===== src/rtl/pl_hazard_ctrl_pkg.sv =====
// Shared encodings for the pipeline hazard controller:
// result-source codes, forward selects and memory FSM states.
package pl_hazard_ctrl_pkg;

    localparam logic [1:0] RES_LOAD = 2'b01;

    localparam logic [1:0] FWD_RF  = 2'b00;
    localparam logic [1:0] FWD_MEM = 2'b10;
    localparam logic [1:0] FWD_WB  = 2'b01;

    typedef enum logic {
        IDLE = 1'b0,
        WAIT = 1'b1
    } mem_state_t;

    // M beats W; x0 is never a forwarding source
    function automatic logic [1:0] fwd_sel(
        input logic [4:0] rs,
        input logic [4:0] rd_m,
        input logic       we_m,
        input logic [4:0] rd_w,
        input logic       we_w
    );
        if (we_m && rd_m != 5'd0 && rd_m == rs)
            return FWD_MEM;
        if (we_w && rd_w != 5'd0 && rd_w == rs)
            return FWD_WB;
        return FWD_RF;
    endfunction

endpackage


===== src/rtl/pl_hazard_ctrl_fwd.sv =====
// Pure combinational E-stage operand forwarding select.
module pl_fwd_unit
    import pl_hazard_ctrl_pkg::*;
(
    input  logic [4:0] Rs1E,
    input  logic [4:0] Rs2E,
    input  logic [4:0] RdM,
    input  logic [4:0] RdW,
    input  logic       RegWriteM,
    input  logic       RegWriteW,
    output logic [1:0] ForwardAE,
    output logic [1:0] ForwardBE
);

    assign ForwardAE = fwd_sel(Rs1E, RdM, RegWriteM, RdW, RegWriteW);
    assign ForwardBE = fwd_sel(Rs2E, RdM, RegWriteM, RdW, RegWriteW);

endmodule


===== src/rtl/pl_hazard_ctrl.sv =====
// Pipeline hazard controller: stall/flush priority, forwarding,
// and the valid/ready sequencer for variable-latency data memory.
module pl_hazard_ctrl
    import pl_hazard_ctrl_pkg::*;
#(
    parameter int TIMEOUT = 256,
    parameter int CNT_W   = 32
) (
    input  logic             clk,
    input  logic             reset,
    input  logic [4:0]       Rs1D,
    input  logic [4:0]       Rs2D,
    input  logic [4:0]       Rs1E,
    input  logic [4:0]       Rs2E,
    input  logic [4:0]       RdE,
    input  logic [4:0]       RdM,
    input  logic [4:0]       RdW,
    input  logic [1:0]       ResultSrcE,
    input  logic             RegWriteM,
    input  logic             RegWriteW,
    input  logic             PCSrcE,
    input  logic             MemReqM,
    input  logic             dmem_ready,
    output logic             dmem_valid,
    output logic [1:0]       ForwardAE,
    output logic [1:0]       ForwardBE,
    output logic             StallF,
    output logic             StallD,
    output logic             StallE,
    output logic             StallM,
    output logic             FlushD,
    output logic             FlushE,
    output logic             FlushW,
    output logic             mem_timeout,
    output logic [CNT_W-1:0] stall_cycles
);

    localparam int WW = $clog2(TIMEOUT) + 1;
    localparam logic [WW-1:0] LAST = WW'(TIMEOUT - 1);

    mem_state_t    state, state_n;
    logic [WW-1:0] cnt, cnt_n;
    logic          to_hit;
    logic          req;
    logic          last;
    logic          mem_stall;
    logic          lw_stall;
    logic [1:0]    fwd_a, fwd_b;

    pl_fwd_unit u_fwd (
        .Rs1E      (Rs1E),
        .Rs2E      (Rs2E),
        .RdM       (RdM),
        .RdW       (RdW),
        .RegWriteM (RegWriteM),
        .RegWriteW (RegWriteW),
        .ForwardAE (fwd_a),
        .ForwardBE (fwd_b)
    );

    assign lw_stall = (ResultSrcE == RES_LOAD) && (RdE != 5'd0)
                   && (RdE == Rs1D || RdE == Rs2D);

    assign req       = (state == IDLE && MemReqM) || (state == WAIT);
    assign last      = (state == WAIT) && (cnt == LAST);
    assign mem_stall = req && !dmem_ready && !last;

    always_comb begin
        state_n = state;
        cnt_n   = cnt;
        to_hit  = 1'b0;
        unique case (state)
            IDLE: begin
                if (MemReqM && !dmem_ready) begin
                    state_n = WAIT;
                    cnt_n   = WW'(1);
                end
            end
            WAIT: begin
                if (dmem_ready) begin
                    state_n = IDLE;
                    cnt_n   = '0;
                end else if (last) begin
                    state_n = IDLE;
                    cnt_n   = '0;
                    to_hit  = 1'b1;
                end else begin
                    cnt_n = cnt + WW'(1);
                end
            end
            default: begin
                state_n = IDLE;
                cnt_n   = '0;
            end
        endcase
    end

    // Reset overrides everything: no stalls, all flushes, no request
    always_comb begin
        dmem_valid = 1'b0;
        ForwardAE  = FWD_RF;
        ForwardBE  = FWD_RF;
        StallF     = 1'b0;
        StallD     = 1'b0;
        StallE     = 1'b0;
        StallM     = 1'b0;
        FlushD     = 1'b1;
        FlushE     = 1'b1;
        FlushW     = 1'b1;
        if (!reset) begin
            dmem_valid = req;
            ForwardAE  = fwd_a;
            ForwardBE  = fwd_b;
            if (mem_stall) begin
                StallF = 1'b1;
                StallD = 1'b1;
                StallE = 1'b1;
                StallM = 1'b1;
                FlushD = 1'b0;
                FlushE = 1'b0;
                FlushW = 1'b1;
            end else begin
                StallF = lw_stall;
                StallD = lw_stall;
                FlushD = PCSrcE;
                FlushE = lw_stall | PCSrcE;
                FlushW = 1'b0;
            end
        end
    end

    always_ff @(posedge clk) begin
        if (reset) begin
            state        <= IDLE;
            cnt          <= '0;
            mem_timeout  <= 1'b0;
            stall_cycles <= '0;
        end else begin
            state <= state_n;
            cnt   <= cnt_n;
            if (to_hit)
                mem_timeout <= 1'b1;
            if (StallF | StallD | StallE | StallM)
                stall_cycles <= stall_cycles + CNT_W'(1);
        end
    end

endmodule


===== config.mk =====
export PLATFORM = sky130hd
export DESIGN_NAME = pl_hazard_ctrl
export DESIGN_NICKNAME = d
export VERILOG_FILES = /design/src/rtl/pl_hazard_ctrl_pkg.sv /design/src/rtl/pl_hazard_ctrl_fwd.sv /design/src/rtl/pl_hazard_ctrl.sv
export SDC_FILE = /design/constraint.sdc
export NUM_CORES = 1
export LEC_CHECK = 0
export CAP_MARGIN = 30
export CORE_ASPECT_RATIO = 1.4
export CORE_MARGIN = 2
export CORE_UTILIZATION = 46
export CTS_CLUSTER_SIZE = 40
export DETAILED_ROUTE_END_ITERATION = 8
export PLACE_DENSITY_LB_ADDON = 0.05
export SLEW_MARGIN = 0
export SYNTH_ARGS = -nofsm -noshare
export SYNTH_HDL_FRONTEND = slang
export SYNTH_HIERARCHICAL = 1
export SYNTH_SLANG_ARGS = --single-unit

===== constraint.sdc =====
create_clock -name clk -period 3.2 [get_ports clk]
set_input_delay 0.64 -clock clk [delete_from_list [all_inputs] [get_ports clk]]
set_output_delay 0.64 -clock clk [all_outputs]
set_load 0.03 [all_outputs]

### Word-level counts from Yosys, hierarchy flattened

Index checks and enable logic that the tools add are counted.

* logic and storage cells: 76
* input port bits: 44
* flip-flop bits (word level): 43
* output and inout port bits: 45

* reduce and logical (&&, ||, !) cells: 20
* bitwise logic cells: 4
* equality and inequality tests: 9
* mux-type cells: 37
* add/subtract/negate cells: 2

Operators with widths (count)
* $add 32x1->32 const B: 1
* $eq 5x5->1: 6
* $mux 9: 3
* $mux 1: 22
* $mux 2: 10
* $pmux 9 s2: 1
* $reduce_bool 5->1: 3
* $logic_and 1x1->1: 13
* $add 9x1->9 const B: 1
* $eq 9x8->1 const B: 1
* $or 1x1->1: 3
* $eq 2x1->1 const B: 1
* $logic_not 1->1: 2
* $logic_or 1x1->1: 2
* $ne 2x1->1 const B: 1
* $pmux 1 s2: 1
* $not 1->1: 1

### Depth between registers and ports, before layout

Gate-level depths: netlist of run 1.

* depth in word-level cells: 9
* gate-level depth with buffers: 9
* gate-level depth less buffers: 7

### Hierarchy

The synthesis of run 1 kept the hierarchy.

By module, submodules not included
* pl_hazard_ctrl: times used 1, area each 2324.7 um^2, cells an instance 285, sequential area each 860.8 um^2
* pl_fwd_unit: times used 1, area each 270.3 um^2, cells an instance 34, sequential area each 0.0 um^2

### Least setup slack after synthesis of run 1

Ideal clock, no wire load.

* kind: input -> output
* start point: input port RdE[1]
* end point: output port StallF
* cell stages on the path: 8
* data arrival time: 2226 ps
* buffers on the path: 3
* required time: 2560 ps
* setup slack: 334 ps
* cells stage by stage: or4_1 -> nor2_1 -> nor3b_1 -> a21oi_2 -> buf_6 -> buf_6 -> nor2_1 -> buf_4

* longest elaborated chain between the ends: 5
* elaborated cells between the ends (all ways): 8
* classes of those cells: eq/ne: 2; mux: 2; reduce/logical: 4

RTL lines
* from (decl): line pl_hazard_ctrl.sv:15 `input logic [4:0] RdE,`
* $eq 5x5->1 or $reduce_bool 5->1 (tied branches): line pl_hazard_ctrl.sv:62, pl_hazard_ctrl.sv:61
* $logic_or 1x1->1 or $logic_and 1x1->1 (tied branches): line pl_hazard_ctrl.sv:62, pl_hazard_ctrl.sv:61
* $logic_and 1x1->1 (*): line pl_hazard_ctrl.sv:62 `&& (RdE == Rs1D || RdE == Rs2D);`
* $mux 1 (*) (2 in a row)
* to (decl): line pl_hazard_ctrl.sv:27 `output logic StallF,`

Mark *: on every way between the ends. The rest lies on a longest branch, timed or not.

### Worst setup path in the final report of run 1

* start point: input port RdM[4]
* end point: output port ForwardBE[0]

* longest elaborated chain between the ends: 6
* elaborated cells between the ends (all ways): 7
* classes of those cells: eq/ne: 1; mux: 3; reduce/logical: 3

RTL lines
* from (decl): line pl_hazard_ctrl.sv:16 `input logic [4:0] RdM,`
* $reduce_bool 5->1: line pl_hazard_ctrl_pkg.sv:24 `if (we_m && rd_m != 5'd0 && rd_m == rs)`
* $logic_and 1x1->1: line pl_hazard_ctrl_pkg.sv:24
* $logic_and 1x1->1 (*): line pl_hazard_ctrl_pkg.sv:24
* $mux 1 (*): line pl_hazard_ctrl_pkg.sv:24
* $mux 2 (*): line pl_hazard_ctrl_pkg.sv:26 `if (we_w && rd_w != 5'd0 && rd_w == rs)`
* net fwd_b[0]: line pl_hazard_ctrl.sv:48 `logic [1:0] fwd_a, fwd_b;`
* $mux 2 (*): line pl_hazard_ctrl.sv:110 `if (!reset) begin`
* to (decl): line pl_hazard_ctrl.sv:26 `output logic [1:0] ForwardBE,`

The timed path passes the listed nets; every way through them passes the cells marked *.

==> results of run 1 <==
-- kinds of logic after synthesis --
group,count (synthesis)
AND/OR/NAND/NOR,140
AO/OA/AOI/OAI,77
flip-flops,43
XOR/XNOR,36
buffers and inverters,20
adder cells (fa/ha/maj),2
multiplexers,1
-- tightest hold or removal path, delay by kind of cell (launching register included) --
family	cells	cell delay, ps
simple gates	1	70
flops	1	320
compound gates	1	40
-- worst max path at each step --
stage | to | slack [ps] | start
5_1_grt | ForwardBE[0] | 20 | RdM[4]
3_3_place_gp | ForwardBE[0] | 140 | RdM[1]
4_1_cts | StallE | 60 | cnt[0]
3_5_place_dp | ForwardAE[0] | 90 | RdM[1]
2_1_floorplan | StallF | 330 | RdE[1]
6_report | ForwardBE[0] | 140 | RdM[4]
-- power groups by stage --
stage,clock network [mW],registers (mW),logic (mW)
2_1_floorplan,0,0.560,0.106
3_3_place_gp,0,0.556,0.209
3_5_place_dp,0,0.556,0.212
4_1_cts,0.436,0.544,0.212
5_1_grt,0.458,0.545,0.232
6_report,0.429,0.544,0.215
-- routing by layer --
layer,up-vias,GRT usage (%),share of wire [%],wire (um)
li1,1336,-,-,-
met3,9,4.62,4.9,333
met2,71,42.2,55,3740
met5,-,0,0,0
met1,1222,25.3,39,2660
met4,0,6.12,1.3,91
-- layout make-up --
cell class	count	share of cell area, %
multi-input combinational	256	45.0
inverter	3	0.308
timing repair buffer	96	25.8
sequential	43	23.5
clock inverter	3	1.20
clock buffer	5	1.88
tap	68	2.32
-- sequential cells by signal, summed over array words and instances (netlist names) --
name / cells
stall_cycles: 32
state: 1
cnt: 9
mem_timeout: 1
-- stage by stage --
stage / utilization (%) / area (sq um) / instances / hold slack, ps
2_1_floorplan: - / 2590 / 319 / 421
3_3_place_gp: 64.0 / 3510 / 466 / 437
3_5_place_dp: 64.0 / 3510 / 466 / 446
4_1_cts: 66.1 / 3620 / 474 / 465
5_1_grt: 66.7 / 3660 / 474 / 485
6_report: 66.7 / 3660 / 474 / 460
-- layout by cell type, fill, tap and decap left out, types with 14 or more instances in the layout --
cell | netlist | routed
nor2_1 | 18 | 18
nand2_1 | 22 | 22
clkdlybuf4s50_1 | 0 | 77
o21ai_0 | 21 | 21
a21oi_1 | 39 | 39
or3_1 | 20 | 20
nand3_1 | 19 | 19
buf_4 | 3 | 14
dfxtp_1 | 43 | 43
xnor2_1 | 27 | 27
-- timing repair --
item,4_1_cts,5_1_grt
gates resized for setup,0,9
hold buffers,0,0
buffers inserted,0,0
endpoints found under the setup margin,0,4
==> impl_metrics.tcl, run 1 <==
set metrics [dict create \
    place_congestion 0.843 \
    netSwitchingFraction_pct 26.0 \
    syn_avg_cell_area_sq_um 8.13 \
    hold_viol_final 0 \
    ant_nets 0 \
    hold_depth 2 \
    rr_startpoint "cnt[0]" \
    synth_edf_count 0 \
    status "completed" \
    synth_top_area_cell "dfxtp_1" \
    n_antenna_cell 0 \
    pre_cts_slack_ps 87.8 \
    cts-root-buf "clkbuf_8" \
    drtPass1Iterations 4 \
    synthXorXnorAreaFrac_pct 12.2 \
    async_flop_share_pct 0 \
    synth_ff_type "dfxtp_1" \
    clock-sinks 43 \
    synth_nets 365 \
    power_mw 1.19 \
    ios 89 \
    drt-initial-drc-count 205 \
    max_freq_mhz 327 \
    coreArea_sq_mm 0.00549 \
    r2r_end "stall_cycles[13]" \
    drv_slew 0 \
    crit_arrival_ps 2420 \
    p_sw_mw 0.309 \
    synth_top_family_by_area "simple AND/OR/NAND/NOR gates" \
    ir_drop_mv 0.219 \
    seqPwrFrac_pct 45.8 \
    syn_inst 319 \
    grtUsageTotal_pct 22.8 \
    synth_compound_area_share_pct 16.5 \
    synthTopCellsByArea "dfxtp_1 (33%), xnor2_1 (9.1%), a21oi_1 (7.5%), or3_1 (4.8%), o21ai_0 (4.1%)" \
    p_int_mw 0.880 \
    cts_tree "done" \
    slowest_stage "or4_4" \
    multi_input_area_sq_mm 0.00165 \
    synth_top_area_share_pct 33.2 \
    synthMuxAreaShare_pct 0.386 \
    criticalPathCategory "input pin to output port" \
    path_common_cell "nor4_2" \
    portBuffers 88 \
    p_per_area_mw_per_mm2 325 \
    dp_hpwl_um 5080 \
    p_leak_nw 1.26 \
    finClkSkew_ps 5.49 \
    drc 0 \
    critical_path_required_ps 2560 \
    ys_types 39 \
    critPathMaxFanout 2 \
    combPwrFrac_pct 18.1 \
    grt_pass1_vias 2588 \
    end_kind "output port" \
    clkTransAtPathRegs_ps 90 \
    tightest_slew_ps 562 \
    fin_crit_sh_pct 95.6 \
    min_from "cnt[8]" \
    viasPerCell 5.57 \
    syn_area_sq_mm 0.00259 \
    hold_end "cnt[8]" \
    synth_seq_area_share_pct 33.2 \
    cp.depth 7 \
    final_nets 451 \
    die_h_um 92.9 \
    routedWlPerCell_um 14.4 \
    die_w_um 67.5 \
    grt_max_degree 63 \
    area_growth_pct 41.0 \
    fillers 487 \
    synthAdderAreaFrac_pct 0.964 \
    pwr-share-clk_pct 36.1 \
    initial_core_util_pct 47.3 \
    htreeDepth 2 \
    clk_latency_ps 290 \
    maxCapViolations 0 \
    rsz0062_at_grt "false" \
    critPathBufInv 2 \
    layout_setup_ws_ps 140 \
    yosysMostFrequentCell "dfxtp_1" \
    grt_overflow 0 \
    rows 32 \
    fin_tns_setup_ps 0 \
    reg2reg_slack_ps 940 \
    yosys_warnings 6 \
    wirelength_um 6820 \
    reg2regPathDepth 8 \
    setup_viol 0 \
    cts_buffers 5 \
    vias 2638 \
    maxSlewHeadroom_pct 62.5 \
    synth-seq-cells 43 \
    yosys.area_share.simple_pct 32.3 \
    path_cells "clkdlybuf4s50_1 -> or4_4 -> o21ai_4 -> nor4_2 -> nor4_2 -> nor2b_2 -> buf_6" \
    synth_common_cells "dfxtp_1 (43), a21oi_1 (39), xnor2_1 (27)" \
    ctsLongestPathBuffers 2 \
    layout-drive-gt1-share_pct 9.36 \
    antenna_found_initial 0 \
    fp.dieArea_sq_mm 0.00627 \
    crit_family "simple AND/OR/NAND/NOR gates" \
    ff_latch_area_sq_um 861 \
    grt_pass1_wl_um 11300 \
    fin_crit_ps 3060 \
    min-delay-path-class "flop to flop" \
    cp-start-kind "input pin" \
    cpPeakStageDelay_ps 550 \
]
Power figures use the tool's default switching activity.
==> inputs of run 2 (changes only) <==
Settings changed: CORE_MARGIN 2 to default.
Clock period 3.2 ns to 3.1 ns, I/O delays scaled along.
==> run 2 against run 1 <==
Utilization increased by 0.37 points; sequential power is 3% higher; global-route usage grew 0.54 points; via count grew 2.3%; final area up 0.55%; critical endpoint is now ForwardAE[0]; largest cell class unchanged.
==> impl_metrics.tcl, run 2 (synthesis results as in run 1) <==
set metrics [dict create \
    status "completed" \
    pre_cts_slack_ps 43.9 \
    criticalPathCategory "input pin to output port" \
    drc 0 \
    finClkSkew_ps 7.14 \
    fin_tns_setup_ps 0 \
    initial_core_util_pct 47.3 \
    clk_latency_ps 300 \
    dp_cells 470 \
    end_kind "output port" \
    cp-start-kind "input pin" \
    maxCapViolations 0 \
    coreArea_sq_mm 0.00549 \
    p_per_area_mw_per_mm2 315 \
    cts_buffers 5 \
    cpPeakStageDelay_ps 530 \
    drv_slew 0 \
    p_leak_nw 1.25 \
    top_register "stall_cycles" \
    tightest_slew_ps 559 \
    clkTransAtPathRegs_ps 90 \
    cts_tree "done" \
    post_cts_buffers 0 \
    grt_max_degree 46 \
    fin_cells 478 \
    ios 89 \
    hold-worst-slack_ps 462 \
    rows 32 \
    grt_pass1_vias 2480 \
    place_congestion 0.901 \
    placed_area_sq_mm 0.00354 \
    drtPass1Iterations 4 \
    cts_hold_buf 0 \
    reg.largest.list "stall_cycles (32), cnt (9)" \
    drt-initial-drc-count 166 \
    maxSlewHeadroom_pct 62.7 \
    crit_arrival_ps 2410 \
    rsz0062_at_grt "false" \
    final_cell_mix "clkdlybuf4s50_1 (76), dfxtp_1 (43), a21oi_1 (39)" \
    layout_commonest_cell "clkdlybuf4s50_1" \
    grtUsageTotal_pct 23.3 \
    cts-root-buf "clkbuf_8" \
    viasPerCell 5.64 \
    fin_util_pct 67.1 \
    antenna_found_initial 0 \
    wirelength_um 6660 \
    routedWlPerCell_um 13.9 \
    fp.dieArea_sq_mm 0.00595 \
    min-delay-path-class "flop to flop" \
    fin_crit_sh_pct 97.6 \
    ctsLongestPathBuffers 2 \
    slowest_stage "or4_4" \
    layout_setup_ws_ps 74.7 \
    fin_crit_ps 3030 \
    critPathMaxFanout 2 \
    grt_pass1_wl_um 11000 \
    hold_viol_final 0 \
    htreeDepth 2 \
    layout-drive-gt1-share_pct 10.5 \
    vias 2698 \
    ir_drop_mv 0.178 \
    grt_overflow 0 \
    clock-sinks 43 \
    critical_path_required_ps 2480 \
    setup_viol 0 \
    fin_area_sq_mm 0.00368 \
    power_mw 1.16 \
    max_freq_mhz 331 \
    area_growth_pct 41.8 \
    n_antenna_cell 0 \
    die_h_um 90.9 \
    fillers 477 \
    die_w_um 65.5 \
    final_nets 455 \
    dp_hpwl_um 5080 \
    portBuffers 88 \
    ant_nets 0 \
    path_cells "clkdlybuf4s50_1 -> or4_4 -> o21ai_4 -> nor4_4 -> nor4_2 -> nor2b_2 -> buf_6" \
    largest_reg_flops 32 \
]
[run 2: cell types whose count changed in the layout (fill, tap and decap cells not counted), sizes merged, moves of 2 or more]
| cell | delta |
|---|---|
| buf | +4 |
| clkinv | -2 |
| clkinvlp | +2 |
| dlygate4sd2 | +2 |
[run 2: where the power goes]
part / switching, mW / internal (mW)
clock: 0.209 / 0.161
combinational: 0.112 / 0.115
sequential: 0.00511 / 0.556
[run 2: per-layer routing]
metal	part of all wire, %	track usage (%)	up-vias
met5	0	0	-
met4	3.0	9.96	0
met3	4.6	4.55	16
met2	53	42.0	78
met1	39	25.6	1256
li1	-	-	1348
[run 2: area by class of cell]
cell class | count | area [sq um] | share of cell area, %
multi-input combinational | 256 | 1660 | 45.2
timing repair buffer | 100 | 968 | 26.3
sequential | 43 | 861 | 23.4
tap | 68 | 85.1 | 2.31
clock buffer | 5 | 68.8 | 1.87
clock inverter | 3 | 23.8 | 0.646
inverter | 3 | 11.3 | 0.306
[run 2: path summary, 6_finish.rpt]
| check | startpoint | to | slack (ps) | cells after the start |
|---|---|---|---|---|
| hold / removal | cnt[8] | cnt[8] | 460 | 2 |
| setup reg to reg | cnt[0] | stall_cycles[25] | 860 | 8 |
| setup / recovery | RdM[4] | ForwardAE[0] | 70 | 7 |
| hold reg to reg | cnt[8] | cnt[8] | 460 | 2 |
[run 2: critical path: cells and delay by family]
family          cells  cell delay [ps]
simple gates        4             1010
buf+inv             2              560
compound gates      1              220
[run 2: timing repair]
| item | 4_1_cts | 5_1_grt |
|---|---|---|
| pin swaps | 0 | 4 |
| endpoints found under the setup margin | 2 | 2 |
| resized for setup | 2 | 10 |
